===== src/rtl/fetch_stage.sv =====
// Instruction-fetch front end: owns the program counter, drives the ROM address,
// registers the fetched word into IF/ID and applies decode-stage redirects.
module fetch_stage #(
    parameter int D       = 12,
    parameter int W       = 9,
    parameter int HALT_PC = 128
) (
    input  logic         clk,
    input  logic         reset,
    input  logic         req,
    input  logic         stall,
    input  logic         reljump_en,
    input  logic         absjump_en,
    input  logic [D-1:0] target,
    output logic [D-1:0] rom_addr,
    input  logic [W-1:0] rom_data,
    output logic [W-1:0] instr,
    output logic [D-1:0] instr_pc,
    output logic         instr_valid,
    output logic         done
);

    localparam logic [D-1:0] HALT_ADDR = D'(HALT_PC);

    typedef enum logic [1:0] {
        IDLE,
        RUN,
        HALT
    } state_t;

    state_t         state_reg, state_next;
    logic [D-1:0]   pc_reg, pc_next;
    logic [W-1:0]   instr_reg, instr_next;
    logic [D-1:0]   instr_pc_reg, instr_pc_next;
    logic           instr_valid_reg, instr_valid_next;
    logic           done_reg, done_next;
    logic [D-1:0]   jump_target;
    logic           redirect;

    // Relative offsets are taken from the jump instruction's own address.
    assign jump_target = absjump_en ? target : (instr_pc_reg + target);
    assign redirect    = instr_valid_reg && (reljump_en || absjump_en);

    always_ff @(posedge clk or negedge reset) begin
        if (!reset) begin
            state_reg       <= IDLE;
            pc_reg          <= '0;
            instr_reg       <= '0;
            instr_pc_reg    <= '0;
            instr_valid_reg <= 1'b0;
            done_reg        <= 1'b0;
        end else begin
            state_reg       <= state_next;
            pc_reg          <= pc_next;
            instr_reg       <= instr_next;
            instr_pc_reg    <= instr_pc_next;
            instr_valid_reg <= instr_valid_next;
            done_reg        <= done_next;
        end
    end

    always_comb begin
        state_next       = state_reg;
        pc_next          = pc_reg;
        instr_next       = instr_reg;
        instr_pc_next    = instr_pc_reg;
        instr_valid_next = instr_valid_reg;
        done_next        = done_reg;

        case (state_reg)
            IDLE: begin
                pc_next          = '0;
                instr_valid_next = 1'b0;
                if (req) begin
                    state_next = RUN;
                end
            end
            RUN: begin
                if (!stall) begin
                    if (redirect) begin
                        // The word fetched this cycle is on the wrong path.
                        pc_next          = jump_target;
                        instr_next       = rom_data;
                        instr_pc_next    = pc_reg;
                        instr_valid_next = 1'b0;
                    end else if (pc_reg == HALT_ADDR) begin
                        state_next       = HALT;
                        done_next        = 1'b1;
                        instr_valid_next = 1'b0;
                    end else begin
                        instr_next       = rom_data;
                        instr_pc_next    = pc_reg;
                        instr_valid_next = 1'b1;
                        pc_next          = pc_reg + 1'b1;
                    end
                end
            end
            HALT: begin
                instr_valid_next = 1'b0;
                if (req) begin
                    pc_next    = '0;
                    done_next  = 1'b0;
                    state_next = RUN;
                end
            end
            default: begin
                state_next = IDLE;
            end
        endcase
    end

    assign rom_addr    = pc_reg;
    assign instr       = instr_reg;
    assign instr_pc    = instr_pc_reg;
    assign instr_valid = instr_valid_reg;
    assign done        = done_reg;

endmodule


===== config.mk =====
export PLATFORM = sky130hd
export DESIGN_NAME = fetch_stage
export DESIGN_NICKNAME = d
export VERILOG_FILES = /design/src/rtl/fetch_stage.sv
export SDC_FILE = /design/constraint.sdc
export NUM_CORES = 1
export LEC_CHECK = 0
export BUFFER_PORTS_ARGS = -buffer_cell sky130_fd_sc_hd__buf_2
export CAP_MARGIN = 20
export CORE_MARGIN = 5
export CORE_UTILIZATION = 54
export DETAILED_ROUTE_END_ITERATION = 12
export GPL_ROUTABILITY_DRIVEN = 0
export PLACE_DENSITY_LB_ADDON = 0.08
export SYNTH_ARGS = -nofsm -noshare
export SYNTH_HDL_FRONTEND = slang
export SYNTH_SLANG_ARGS = --single-unit

===== constraint.sdc =====
create_clock -name clk -period 2.5 [get_ports clk]
set_input_delay 0.5 -clock clk [delete_from_list [all_inputs] [get_ports clk]]
set_output_delay 0.5 -clock clk [all_outputs]
set_load 0.02 [all_outputs]

* Word level (Yosys, flattened, before mapping)
Index checks and enable logic that the tools add are counted.
** Storage, ports and cells
- Register bits :: 37
- Bits of input ports :: 27
- Output and inout bits :: 35
- Word-level logic and storage cells :: 55
** Operators by class
- Add/subtract/negate cells :: 2
- Equality and inequality tests :: 10
- Muxes and demuxes :: 24
- Bitwise logic cells :: 1
- Reductions and logical operators :: 12
** Operators by type and width (number)
- 2-to-1 mux 12 bit :: 7
- case mux 12 bit (3 select lines) :: 1
- 2-to-1 mux 9 bit :: 2
- adder 12 x 1 -> 12 bit, second input constant :: 1
- adder 12 bit :: 1
- equality test 12 x 8 -> 1 bit, second input constant :: 1
- inequality test 2 bit, second input constant :: 5
- 2-to-1 mux 2 bit :: 4
- AND reduction 4 bit :: 2
- 2-to-1 mux 1 bit :: 7
- AND reduction 5 bit :: 1
- case mux 1 bit (2 select lines) :: 2
- case mux 2 bit (2 select lines) :: 1
- nonzero test 2 bit :: 2
- inequality test 3 bit, second input constant :: 1
- AND reduction 3 bit :: 1
- nonzero test 3 bit :: 1
- equality test 2 x 1 -> 1 bit, second input constant :: 1
- equality test 2 bit, second input constant :: 1
- zero test 2 bit :: 1
- inequality test 2 x 1 -> 1 bit, second input constant :: 1
- AND reduction 2 bit :: 1
- OR reduction 2 bit :: 1
- logical AND 1 bit :: 1
- other kinds (2) :: 2

* Logic depth before layout (Yosys ltp)
- Word-level depth :: 5
- Mapped depth :: 9
- Mapped depth without buffers :: 8

* Worst setup path before layout
No wires, ideal clock.
- Path kind :: in2reg
- Start :: in target[0]
- End :: reg pc_reg[10] (netlist: rom_addr[10])
- Setup time :: 121 ps
- Arrival :: 2238 ps
- Required time :: 2379 ps
- Setup slack :: 141 ps
- Stages on the path :: 8
- Path buffers :: 0
- Path through :: ha_1 fa_1 a211oi_2 o21bai_1 a211oi_1 mux2i_1 nor2_1 a22o_1
** Between the ends
- Word-level cells in the longest chain between the ends :: 5
** Ends and longest elaborated chain
- start: declaration :: RTL line 14 : input logic [D-1:0] target,
- adder 12 bit :: RTL line 41 : assign jump_target = absjump_en ? target : (instr_pc_reg + target);
- 2-to-1 mux 12 bit :: RTL line 41
- 2-to-1 mux 12 bit :: RTL line 80 : if (redirect) begin
- 2-to-1 mux 12 bit :: RTL line 79 : if (!stall) begin
- case mux 12 bit (3 select lines) :: RTL line 70 : case (state_reg)
- end signal: assignment :: RTL line 54 : pc_reg <= pc_next;
- end: declaration :: RTL line 32 : logic [D-1:0] pc_reg, pc_next;
No other way between the ends. The select of a mux whose other input is x is not followed.
A chain may end at the register's enable or synchronous reset.

* Worst setup path after layout
- Start :: reg instr_pc_reg[0] (netlist: instr_pc[0])
- End :: reg pc_reg[10] (netlist: rom_addr[10])
** Between the ends
- Word-level cells in the longest chain between the ends :: 5
** Ends and longest elaborated chain
- start: declaration :: RTL line 34 : logic [D-1:0] instr_pc_reg, instr_pc_next;
- start signal: assignment :: RTL line 56 : instr_pc_reg <= instr_pc_next;
- adder 12 bit :: RTL line 41
- 2-to-1 mux 12 bit :: RTL line 41
- 2-to-1 mux 12 bit :: RTL line 80
- 2-to-1 mux 12 bit :: RTL line 79
- case mux 12 bit (3 select lines) :: RTL line 70
No other way between the ends. The select of a mux whose other input is x is not followed.

==> impl_metrics.json <==
{
  "outcome": "finished, final reports clean",
  "first_global_vias": 2422,
  "first_pass_grt_wire_length_um": 11600,
  "clk_pin_slew_worst_paths_ps": 70,
  "cts_tree": "done",
  "dr.pass1.iters": 5,
  "hp-class": "in -> async",
  "grt_max_degree": 38,
  "finalCritPeriodShare": 0.941,
  "reg2regPathDepth": 8,
  "synthCells": 306,
  "port_buffers": 61,
  "yosys.cell_count.top_type": "nand2_1",
  "grt-ovfl-total": 0,
  "slowest_stage_cell_crit_path": "dfrtp_1",
  "place_area_um2": 2970,
  "worst_r2r_startpoint": "instr_pc[0]",
  "route.vias.total": 2562,
  "post-route-worst-setup-slack_ps": 147,
  "required_ps": 2670,
  "synthesis.yosys.warnings": 0,
  "rows": 25,
  "dpl.hpwl_um": 5190,
  "avgRoutedWirePerCell_um": 16.3,
  "utilization_after_layout": 0.655,
  "number_of_antenna_violating_nets_in_the_routed_design": 0,
  "insertion_delay_ps": 280,
  "grt_antenna_before_repair": 0,
  "largest_incremental_delay_on_the_critical_path_ps": 390,
  "leakage_nw": 1.55,
  "diodes": 0,
  "synthArstFlopShare": 1.00,
  "r2r-end": "rom_addr[10]",
  "die_width_um": 78.7,
  "synthFlopType": "dfrtp_1",
  "rsz_0062_raised_after_global_routing": "no",
  "timing.final.hold_violations": 0,
  "setup_viol": 0,
  "timing.fmax_mhz": 425,
  "worst_pin_slew_ps": 833,
  "syn-num-nets": 347,
  "ios": 62,
  "drive_gt1_frac": 0.247,
  "max-cap-violations": 0,
  "yosys-top-cells-count": "nand2_1 (79), dfrtp_1 (37), o21ai_0 (22), nor2_1 (15)",
  "floorplan.core_area_um2": 4660,
  "synth.lib_cells_used.distinct": 59,
  "tns_ps": 0,
  "synthDominantCellAreaShare": 0.364,
  "worst_setup_path_start_kind": "flip-flop",
  "grt_use_total": 0.236,
  "drt_drc_violations_left": 0,
  "mappedNetlistArea_um2": 2550,
  "crit_path_cell_trace": "ha_1 -> fa_2 -> a211oi_2 -> o21bai_1 -> a211oi_1 -> mux2i_1 -> nor2_1 -> a22o_1",
  "worst_clock_skew_ps": 1.78,
  "synth_area_leaders": "dfrtp_1 (36%), nand2_1 (12%), ha_1 (6.4%)",
  "preCtsSetupSlack_ps": -128,
  "postSynthRegisterBits": 37,
  "setup.worst_path.start": "instr_pc[0]",
  "worst-endpoint-arrival_ps": 2520,
  "die_area_um2": 6190,
  "synth.avg_cell_area_um2": 8.32,
  "timing_max_transition_violations_final": 0,
  "clock_tree.htree_level_count": 2,
  "cts_post_setup_buffers_inserted": 0,
  "fin_crit_ps": 2350,
  "r2r_setup_slack_ps": 150,
  "crit_path_kind": "reg -> reg",
  "flow.area_growth_from_synthesis_pct": 20.0,
  "synth_enable_flop_cells": 0,
  "synth_area_leader_cell": "dfrtp_1",
  "routed_via_density": 5.96,
  "ir_worst_vdd_v": 0.000557,
  "p_per_area_nw_per_um2": 1120,
  "ctsLongestPathBuffers": 2,
  "design.final.nets": 417,
  "end_kind": "flip-flop",
  "clock-sinks": 37,
  "finish.instance_area_um2": 3050,
  "ys_seq_area_frac": 0.364,
  "post-layout-total-power_mw": 3.42,
  "die_h_um": 78.7,
  "postRouteWirelength_um": 7030,
  "worst-path-max-fanout": 3,
  "dr.first_iter.drc_count": 156,
  "slew-limit-headroom": 0.444,
  "start_util": 0.546,
  "cts_made_buffers": 5,
  "cts-root-buf": "clkbuf_8"
}
-- what timing repair did --
| item | 4_1_cts | 5_1_grt |
|---|---|---|
| hold buffers | 0 | 0 |
| resized for setup | 0 | 1 |
| setup endpoints to repair | 0 | 3 |
| endpoints found under the hold margin | 0 | 0 |
-- through the flow --
stage          hold slack [ps]  instances
3_3_place_gp               454        423
2_1_floorplan              204        306
6_report                   318        430
3_5_place_dp               457        423
4_1_cts                    347        430
5_1_grt                    388        430
-- per-layer routing --
metal / global-route usage / routed length [um]
met3: 0.0436 / 476
met1: 0.323 / 3160
met2: 0.381 / 3290
met5: 0 / 0
met4: 0.0682 / 94
-- where the power goes --
group          switching (mW)  internal [mW]
sequential              0.279          0.824
clock                   0.199          0.219
combinational            1.13          0.763
total                    1.61           1.81
-- critical path: cells and delay by family, from the launching register on --
| family | cells | cell delay [ps] |
|---|---|---|
| flip-flops | 1 | 390 |
| AND/OR/NAND/NOR | 1 | 80 |
| adder cells (fa/ha/maj) | 2 | 610 |
| multiplexers | 1 | 280 |
| AO/OA/AOI/OAI | 4 | 880 |
-- worst max path at each step --
stage	to
3_3_place_gp	rom_addr[10]
2_1_floorplan	rom_addr[10]
4_1_cts	rom_addr[10]
6_report	rom_addr[10]
3_5_place_dp	rom_addr[10]
5_1_grt	rom_addr[10]
-- kinds of logic (layout without fill, tap and decap cells) --
group | count (synthesis) | after routing | share of synthesized area
buf+inv | 20 | 90 | 0.0364
xor+xnor | 5 | 5 | 0.0172
fa+ha+maj | 14 | 14 | 0.0717
compound gates | 85 | 85 | 0.229
simple gates | 140 | 140 | 0.263
mux | 5 | 5 | 0.0197
flops | 37 | 37 | 0.364
-- placed cells by master (no fill, tap or decap), drive strengths merged, types with 4 or more instances in the layout --
master / instances
inv: 7
buf: 76
nand3: 10
ha: 13
nand4: 5
nor3: 4
a211oi: 7
nand2: 79
a21oi: 13
nor2: 15
clkbuf: 7
nor3b: 5
o31ai: 4
o21ai: 28
xnor2: 4
and3: 6
mux2i: 5
a22o: 5
dfrtp: 37
o21a: 4
-- final cells by class --
| cell class | instances | area, um2 |
|---|---|---|
| Timing Repair Buffer | 76 | 418 |
| Tap cell | 54 | 67.6 |
| Inverter | 7 | 26.3 |
| Fill cell | 425 | 1610 |
| Multi-Input combinational cell | 249 | 1530 |
| Sequential cell | 37 | 926 |
| Clock buffer | 7 | 86.3 |
(Power assumes the default switching activity.)
